[src/rtl/cmult_pipe.sv]
// -----------------------------------------------------------------------------
// cmult_pipe
//   Three-stage pipelined complex multiplier, A*B or A*conj(B), between the
//   butterfly output and the twiddle ROM path. Fixed-point in and out. Each
//   sample selects round half-up or truncate. Both parts of the result are
//   saturated to the output format, and saturated samples are counted.
//
//   Ports
//     i_clk, i_rst            clock (rising edge), synchronous active-high reset
//     i_valid / o_ready       input handshake; a sample is taken when both are high
//     i_real_A, i_imag_A      A = x + jy
//     i_real_B, i_imag_B      B = u + jv
//     i_conj                  1: multiply by conj(B); captured with the sample
//     i_round                 1: round half-up, 0: truncate toward -inf; captured
//     o_valid / i_ready       output handshake
//     o_real, o_imag          saturated product
//     o_sat                   this output sample clipped in real or imag
//     i_sat_clr               clear the saturation counter (wins over increment)
//     o_sat_cnt               count of saturated output handshakes, sticky at max
// -----------------------------------------------------------------------------
module cmult_pipe #(
    parameter int NB_IN     = 17,
    parameter int NBF_IN    = 7,
    parameter int NB_OUT    = 17,
    parameter int NBF_OUT   = 7,
    parameter int NB_SATCNT = 8
) (
    input  logic                 i_clk,
    input  logic                 i_rst,
    input  logic                 i_valid,
    output logic                 o_ready,
    input  logic [NB_IN-1:0]     i_real_A,
    input  logic [NB_IN-1:0]     i_imag_A,
    input  logic [NB_IN-1:0]     i_real_B,
    input  logic [NB_IN-1:0]     i_imag_B,
    input  logic                 i_conj,
    input  logic                 i_round,
    output logic                 o_valid,
    input  logic                 i_ready,
    output logic [NB_OUT-1:0]    o_real,
    output logic [NB_OUT-1:0]    o_imag,
    output logic                 o_sat,
    input  logic                 i_sat_clr,
    output logic [NB_SATCNT-1:0] o_sat_cnt
);

    localparam int NB_PROD = 2 * NB_IN;
    localparam int NB_SUM  = 2 * NB_IN + 1;
    localparam int NB_RND  = NB_SUM + 1;
    localparam int D       = 2 * NBF_IN - NBF_OUT;
    localparam int RND_POS = (D > 0) ? D - 1 : 0;

    // Half-LSB of the output grid; zero when no bits are dropped so rounding is a no-op.
    localparam logic signed [NB_RND-1:0] RND_ONE =
        (D > 0) ? (NB_RND'(1) << RND_POS) : '0;
    localparam logic signed [NB_RND-1:0] SAT_MAX =
        {{(NB_RND-NB_OUT+1){1'b0}}, {(NB_OUT-1){1'b1}}};
    localparam logic signed [NB_RND-1:0] SAT_MIN =
        {{(NB_RND-NB_OUT+1){1'b1}}, {(NB_OUT-1){1'b0}}};
    localparam logic [NB_SATCNT-1:0] CNT_MAX = '1;

    // Stage 1: captured operands and mode bits
    logic                     r_s1_valid, r_s1_conj, r_s1_round;
    logic signed [NB_IN-1:0]  r_s1_x, r_s1_y, r_s1_u, r_s1_v;
    // Stage 2: partial products
    logic                     r_s2_valid, r_s2_conj, r_s2_round;
    logic signed [NB_PROD-1:0] r_s2_xu, r_s2_yv, r_s2_xv, r_s2_yu;
    // Stage 3: output register
    logic                     r_out_valid, r_sat;
    logic [NB_OUT-1:0]        r_real, r_imag;
    logic [NB_SATCNT-1:0]     r_sat_cnt;

    logic                      w_en;
    logic signed [NB_PROD-1:0] w_xu, w_yv, w_xv, w_yu;
    logic signed [NB_SUM-1:0]  w_xu_e, w_yv_e, w_xv_e, w_yu_e;
    logic signed [NB_SUM-1:0]  w_re_sum, w_im_sum;
    logic [NB_OUT:0]           w_re_q, w_im_q;

    // Stall-all pipeline: everything advances only when the output slot frees up.
    assign w_en    = !r_out_valid || i_ready;
    assign o_ready = w_en;

    // Operands widened before multiplying so the full product is kept,
    // including (-2^(NB_IN-1))^2.
    assign w_xu = NB_PROD'(r_s1_x) * NB_PROD'(r_s1_u);
    assign w_yv = NB_PROD'(r_s1_y) * NB_PROD'(r_s1_v);
    assign w_xv = NB_PROD'(r_s1_x) * NB_PROD'(r_s1_v);
    assign w_yu = NB_PROD'(r_s1_y) * NB_PROD'(r_s1_u);

    // One guard bit so sums and differences of products never wrap.
    assign w_xu_e = {r_s2_xu[NB_PROD-1], r_s2_xu};
    assign w_yv_e = {r_s2_yv[NB_PROD-1], r_s2_yv};
    assign w_xv_e = {r_s2_xv[NB_PROD-1], r_s2_xv};
    assign w_yu_e = {r_s2_yu[NB_PROD-1], r_s2_yu};

    // Returns {clipped, value}: optional half-LSB add, arithmetic shift, clamp.
    function automatic logic [NB_OUT:0] scale_sat(input logic signed [NB_SUM-1:0] sum,
                                                  input logic                     rnd);
        logic signed [NB_RND-1:0] ext;
        logic signed [NB_RND-1:0] shifted;
        ext = {sum[NB_SUM-1], sum};
        if (rnd) ext = ext + RND_ONE;
        shifted = ext >>> D;
        if (shifted > SAT_MAX)      return {1'b1, SAT_MAX[NB_OUT-1:0]};
        else if (shifted < SAT_MIN) return {1'b1, SAT_MIN[NB_OUT-1:0]};
        else                        return {1'b0, shifted[NB_OUT-1:0]};
    endfunction

    // NOTE: every signal written in always_comb gets a default first, so no
    // path through the block can leave it unassigned and infer a latch.
    always_comb begin
        w_re_sum = '0;
        w_im_sum = '0;
        if (r_s2_conj) begin
            w_re_sum = w_xu_e + w_yv_e;
            w_im_sum = w_yu_e - w_xv_e;
        end else begin
            w_re_sum = w_xu_e - w_yv_e;
            w_im_sum = w_xv_e + w_yu_e;
        end
    end

    assign w_re_q = scale_sat(w_re_sum, r_s2_round);
    assign w_im_q = scale_sat(w_im_sum, r_s2_round);

    // NOTE: sequential state uses non-blocking assignments only, so every
    // stage samples the previous stage's value from before this edge.
    always_ff @(posedge i_clk) begin
        if (i_rst) begin
            r_s1_valid  <= 1'b0;
            r_s1_conj   <= 1'b0;
            r_s1_round  <= 1'b0;
            r_s1_x      <= '0;
            r_s1_y      <= '0;
            r_s1_u      <= '0;
            r_s1_v      <= '0;
            r_s2_valid  <= 1'b0;
            r_s2_conj   <= 1'b0;
            r_s2_round  <= 1'b0;
            r_s2_xu     <= '0;
            r_s2_yv     <= '0;
            r_s2_xv     <= '0;
            r_s2_yu     <= '0;
            r_out_valid <= 1'b0;
            r_sat       <= 1'b0;
            r_real      <= '0;
            r_imag      <= '0;
        end else if (w_en) begin
            r_s1_valid  <= i_valid;
            r_s1_conj   <= i_conj;
            r_s1_round  <= i_round;
            r_s1_x      <= i_real_A;
            r_s1_y      <= i_imag_A;
            r_s1_u      <= i_real_B;
            r_s1_v      <= i_imag_B;
            r_s2_valid  <= r_s1_valid;
            r_s2_conj   <= r_s1_conj;
            r_s2_round  <= r_s1_round;
            r_s2_xu     <= w_xu;
            r_s2_yv     <= w_yv;
            r_s2_xv     <= w_xv;
            r_s2_yu     <= w_yu;
            r_out_valid <= r_s2_valid;
            r_sat       <= r_s2_valid && (w_re_q[NB_OUT] || w_im_q[NB_OUT]);
            r_real      <= w_re_q[NB_OUT-1:0];
            r_imag      <= w_im_q[NB_OUT-1:0];
        end
    end

    // Counts saturated samples actually handed downstream; clear wins.
    always_ff @(posedge i_clk) begin
        if (i_rst || i_sat_clr) begin
            r_sat_cnt <= '0;
        end else if (r_out_valid && i_ready && r_sat && (r_sat_cnt != CNT_MAX)) begin
            r_sat_cnt <= r_sat_cnt + 1'b1;
        end
    end

    assign o_valid   = r_out_valid;
    assign o_real    = r_real;
    assign o_imag    = r_imag;
    assign o_sat     = r_sat;
    assign o_sat_cnt = r_sat_cnt;

endmodule

[config.mk]
export PLATFORM = sky130hd
export DESIGN_NAME = cmult_pipe
export DESIGN_NICKNAME = d
export VERILOG_FILES = /design/src/rtl/cmult_pipe.sv
export SDC_FILE = /design/constraint.sdc
export NUM_CORES = 2
export LEC_CHECK = 0
export CAP_MARGIN = 20
export CORE_MARGIN = 2
export CORE_UTILIZATION = 42
export CTS_CLUSTER_SIZE = 24
export DETAILED_ROUTE_END_ITERATION = 16
export PLACE_DENSITY_LB_ADDON = 0.3
export SKIP_LAST_GASP = 1
export SLEW_MARGIN = 0
export SYNTH_ARGS = -nofsm -noshare
export SYNTH_HDL_FRONTEND = slang
export SYNTH_SLANG_ARGS = --single-unit
[constraint.sdc]
create_clock -name i_clk -period 9.47 [get_ports i_clk]
set_input_delay 1.894 -clock i_clk [delete_from_list [all_inputs] [get_ports i_clk]]
set_output_delay 1.894 -clock i_clk [all_outputs]
set_load 0.02 [all_outputs]
==> results.toml <==
[place]
port_buffers = 119
gp_congestion = 0.941
place_area_um2 = 61300
hpwl_um = 141000
place_inst = 8434

[clock_network]
cts_tree = "done"
root_buffer = "clkbuf_16"
cts.clk_slew.worst_paths_ns = 0.06
holdBufCountCts = 0
numClockSinks = 254
htree_levels = 2
post_cts_buffers = 0
cts_buffers = 40
ctsResizeCount = 0
clk-insertion-delay-late_ns = 0.64
cts_buffer_depth = 3

[global_routing]
grt_pass1_wl_um = 280000
first_global_vias = 48020
antenna_found_initial = 9
grt_overflow = 0
track_usage_pct = 25.4
grt_max_degree = 140

[finish]
nets = 8353
final_area_um2 = 62800
drive_gt1_share_pct = 3.35
final_cells = 8508
syn2layout_area_growth_pct = 7.63
fillers = 13342

[sta]
drv_slew = 0
period_share_pct = 86.5
tns_ns = 0
rsz0062_at_grt = "no"
whs_ns = 0.457
slew_headroom_pct = 18.4
skew_ns = 0.0381
hold_viol_final = 0
timing.fmax_mhz = 122
finalCriticalPeriod_ns = 8.19
setup_violations = 0
tightest_slew_ns = 1.22

[floorplan]
die_h_um = 377
die-area_um2 = 142000
io_pins = 120
coreArea_um2 = 138000
dieWidth_um = 377
initial_core_util_pct = 42.4
placementRows = 136

[setup_path]
worstSetupPathType = "flip-flop to flip-flop"
worstSetupStartpointType = "flip-flop"
max_stage_delay_ns = 0.99
critPathMaxFanout = 21
crit_path_end_kind = "flip-flop"
rrSetupSlack_ns = 1.28
critical_path_required_ns = 10.01
worstPathArrival_ns = 8.73
slowest_stage = "dfxtp_1"
crit_top_cell = "fa_1"
path_cells = "nand2_1 > fa_1 > inv_1 > fa_1 > inv_1 > fa_1 > fa_1 > inv_1 > fa_1 > fa_1 > ha_1 > a21oi_1 > o211ai_1 > a21oi_1 > a21oi_1 > a2111oi_0 > o311ai_0 > a211oi_1 > o21bai_1 > a21oi_1 > xnor2_1 > nand2_1 > a21oi_1"

[status]
status = "completed"

[power]
total_power_mw = 14.3
internal_power_mw = 6.64
power.switching_mw = 7.64
p_seq_share_pct = 12.6
p_per_area_nw_per_um2 = 227
p_leak_nw = 28.4
ir_drop_mv = 0.190
pwr-share-clk_pct = 12.6
p_sw_share_pct = 53.5
comb_power_share_pct = 74.8

[detailed_routing]
ant_nets = 0
vias = 45442
wl_um = 175000
drcViolationCount = 0
drtIter0Drc = 3013
viasPerCell = 5.34
wire_per_inst_um = 20.6
dr.pass1.iters = 6

[yosys]
syn-num-nets = 8465
synth.distinct_cells = 90
seq_area_frac_synth_pct = 8.71
synth_seq_cells = 254
yosysWarnings = 0
synthesis.instances = 6794
synthTopCellsByArea = "fa_1 41%, ha_1 8.8%, dfxtp_1 8.7%"
synth_top_cell_by_area = "fa_1"
synth_edf_count = 0
ys_async_sr_fraction_pct = 0
syn_area_um2 = 58300
syn-mean-instance-area_um2 = 8.59
synthFlopType = "dfxtp_1"
synth.top_cell.area_share_pct = 40.6

[hold_path]
min_path_type = "flip-flop to flip-flop"

[job]
max_cap_violations = 0
## per-layer routing
metal | GRT usage [%] | routed length [µm] | vias to the layer above
met5 | 0 | 198 | -
li1 | - | - | 20643
met1 | 34.0 | 75200 | 23136
met3 | 4.19 | 11600 | 276
met2 | 41.8 | 81200 | 1373
met4 | 8.69 | 6800 | 14
## through the flow
stage	util, %	worst slack [ns]
after floorplan	-	2.66
after global placement	44.5	1.54
after detailed placement	44.5	1.46
after CTS	45.6	1.40
after global routing	45.6	0.764
final	45.6	1.28
## placed cells by master (no fill, tap or decap), drive strengths merged, types with 71 or more instances in the layout
cell type / instances
and2: 500
xnor2: 200
inv: 1228
ha: 412
nor2: 178
nand2b: 83
fa: 1184
o21ai: 141
nand3: 71
clkdlybuf4s50: 118
a21oi: 414
dfxtp: 254
buf: 110
xor2: 74
nand2: 1091
## cells by family (layout without fill, tap and decap cells)
kind of cell	Yosys count	after routing	synth area share, %
buf+inv	1609	1527	10.4
other cells	0	2	0
xor+xnor	275	275	4.15
simple gates	2203	2203	18.2
fa+ha+maj	1596	1596	49.5
flops	254	254	8.71
compound gates	844	844	8.87
mux	13	13	0.229
## power groups by stage
| stage | Clock (mW) | Sequential [mW] | Combinational, mW |
|---|---|---|---|
| 2_1_floorplan | 0 | 1.63 | 7.51 |
| 3_3_place_gp | 0 | 1.81 | 10.4 |
| 3_5_place_dp | 0 | 1.81 | 10.5 |
| 4_1_cts | 1.84 | 1.79 | 10.6 |
| 5_1_grt | 1.86 | 1.83 | 11.9 |
| 6_report | 1.79 | 1.80 | 10.7 |
## cells in the mapped netlist (15+ instances only)
library cell and count:
inv_1 1226, and3_1 25, or3_1 31, o21ai_0 136, nand3_1 71, o21bai_1 15, clkbuf_1 364, a211oi_1 26
and2_1 499, nand2b_1 83, nor2b_1 32, o211ai_1 20, dfxtp_1 254, xor2_1 74, nor3_1 63, a21o_1 63
o31ai_1 15, xnor2_1 200, nand2_1 1091, and4_1 15, nand4_1 21, nor3b_1 18, nor4_1 25, o21a_1 21
nor2_1 178, fa_1 1184, a31oi_1 24, a21oi_1 403, ha_1 412
## final timing paths
path | startpoint | endpoint | cells after the start
worst max-delay path | r_s1_u[2] | r_s2_xu[31] | 23
worst min-delay path | o_real[16] | o_real[16] | 2
worst max register to register | r_s1_u[2] | r_s2_xu[31] | 23
worst min register to register | o_real[16] | o_real[16] | 2
## registers in the layout, indices dropped and copies added (netlist names), 8 cells and up
register / count
o_sat_cnt: 8
r_s2_yv: 34
o_real: 17
r_s1_u: 17
r_s2_xu: 34
r_s2_yu: 34
r_s1_v: 17
r_s1_x: 17
r_s1_y: 17
r_s2_xv: 34
o_imag: 17
## critical path: cells and delay by family (launching register included)
family	cells	cell delay, ns
xor gates and xnor gates	1	0.13
AOI/OAI and AO/OA	10	3.18
buffers and inverters	3	0.16
DFF	1	0.99
adders and majority gates	7	3.37
and+or+nand+nor	2	0.27
## layout make-up
cell class              instances  area [µm²]  area share [%]
inverters                    1226        4610            7.34
diodes                          2        5.00         0.00797
clock inverters                21         398           0.634
flip-flops and latches        254        5090            8.10
multi-input cells            4931       47200            75.2
well taps                    1794        2240            3.57
clock buffers                  51        1110            1.77
repair buffers                229        2130            3.39
Power figures use the tool's default switching activity.
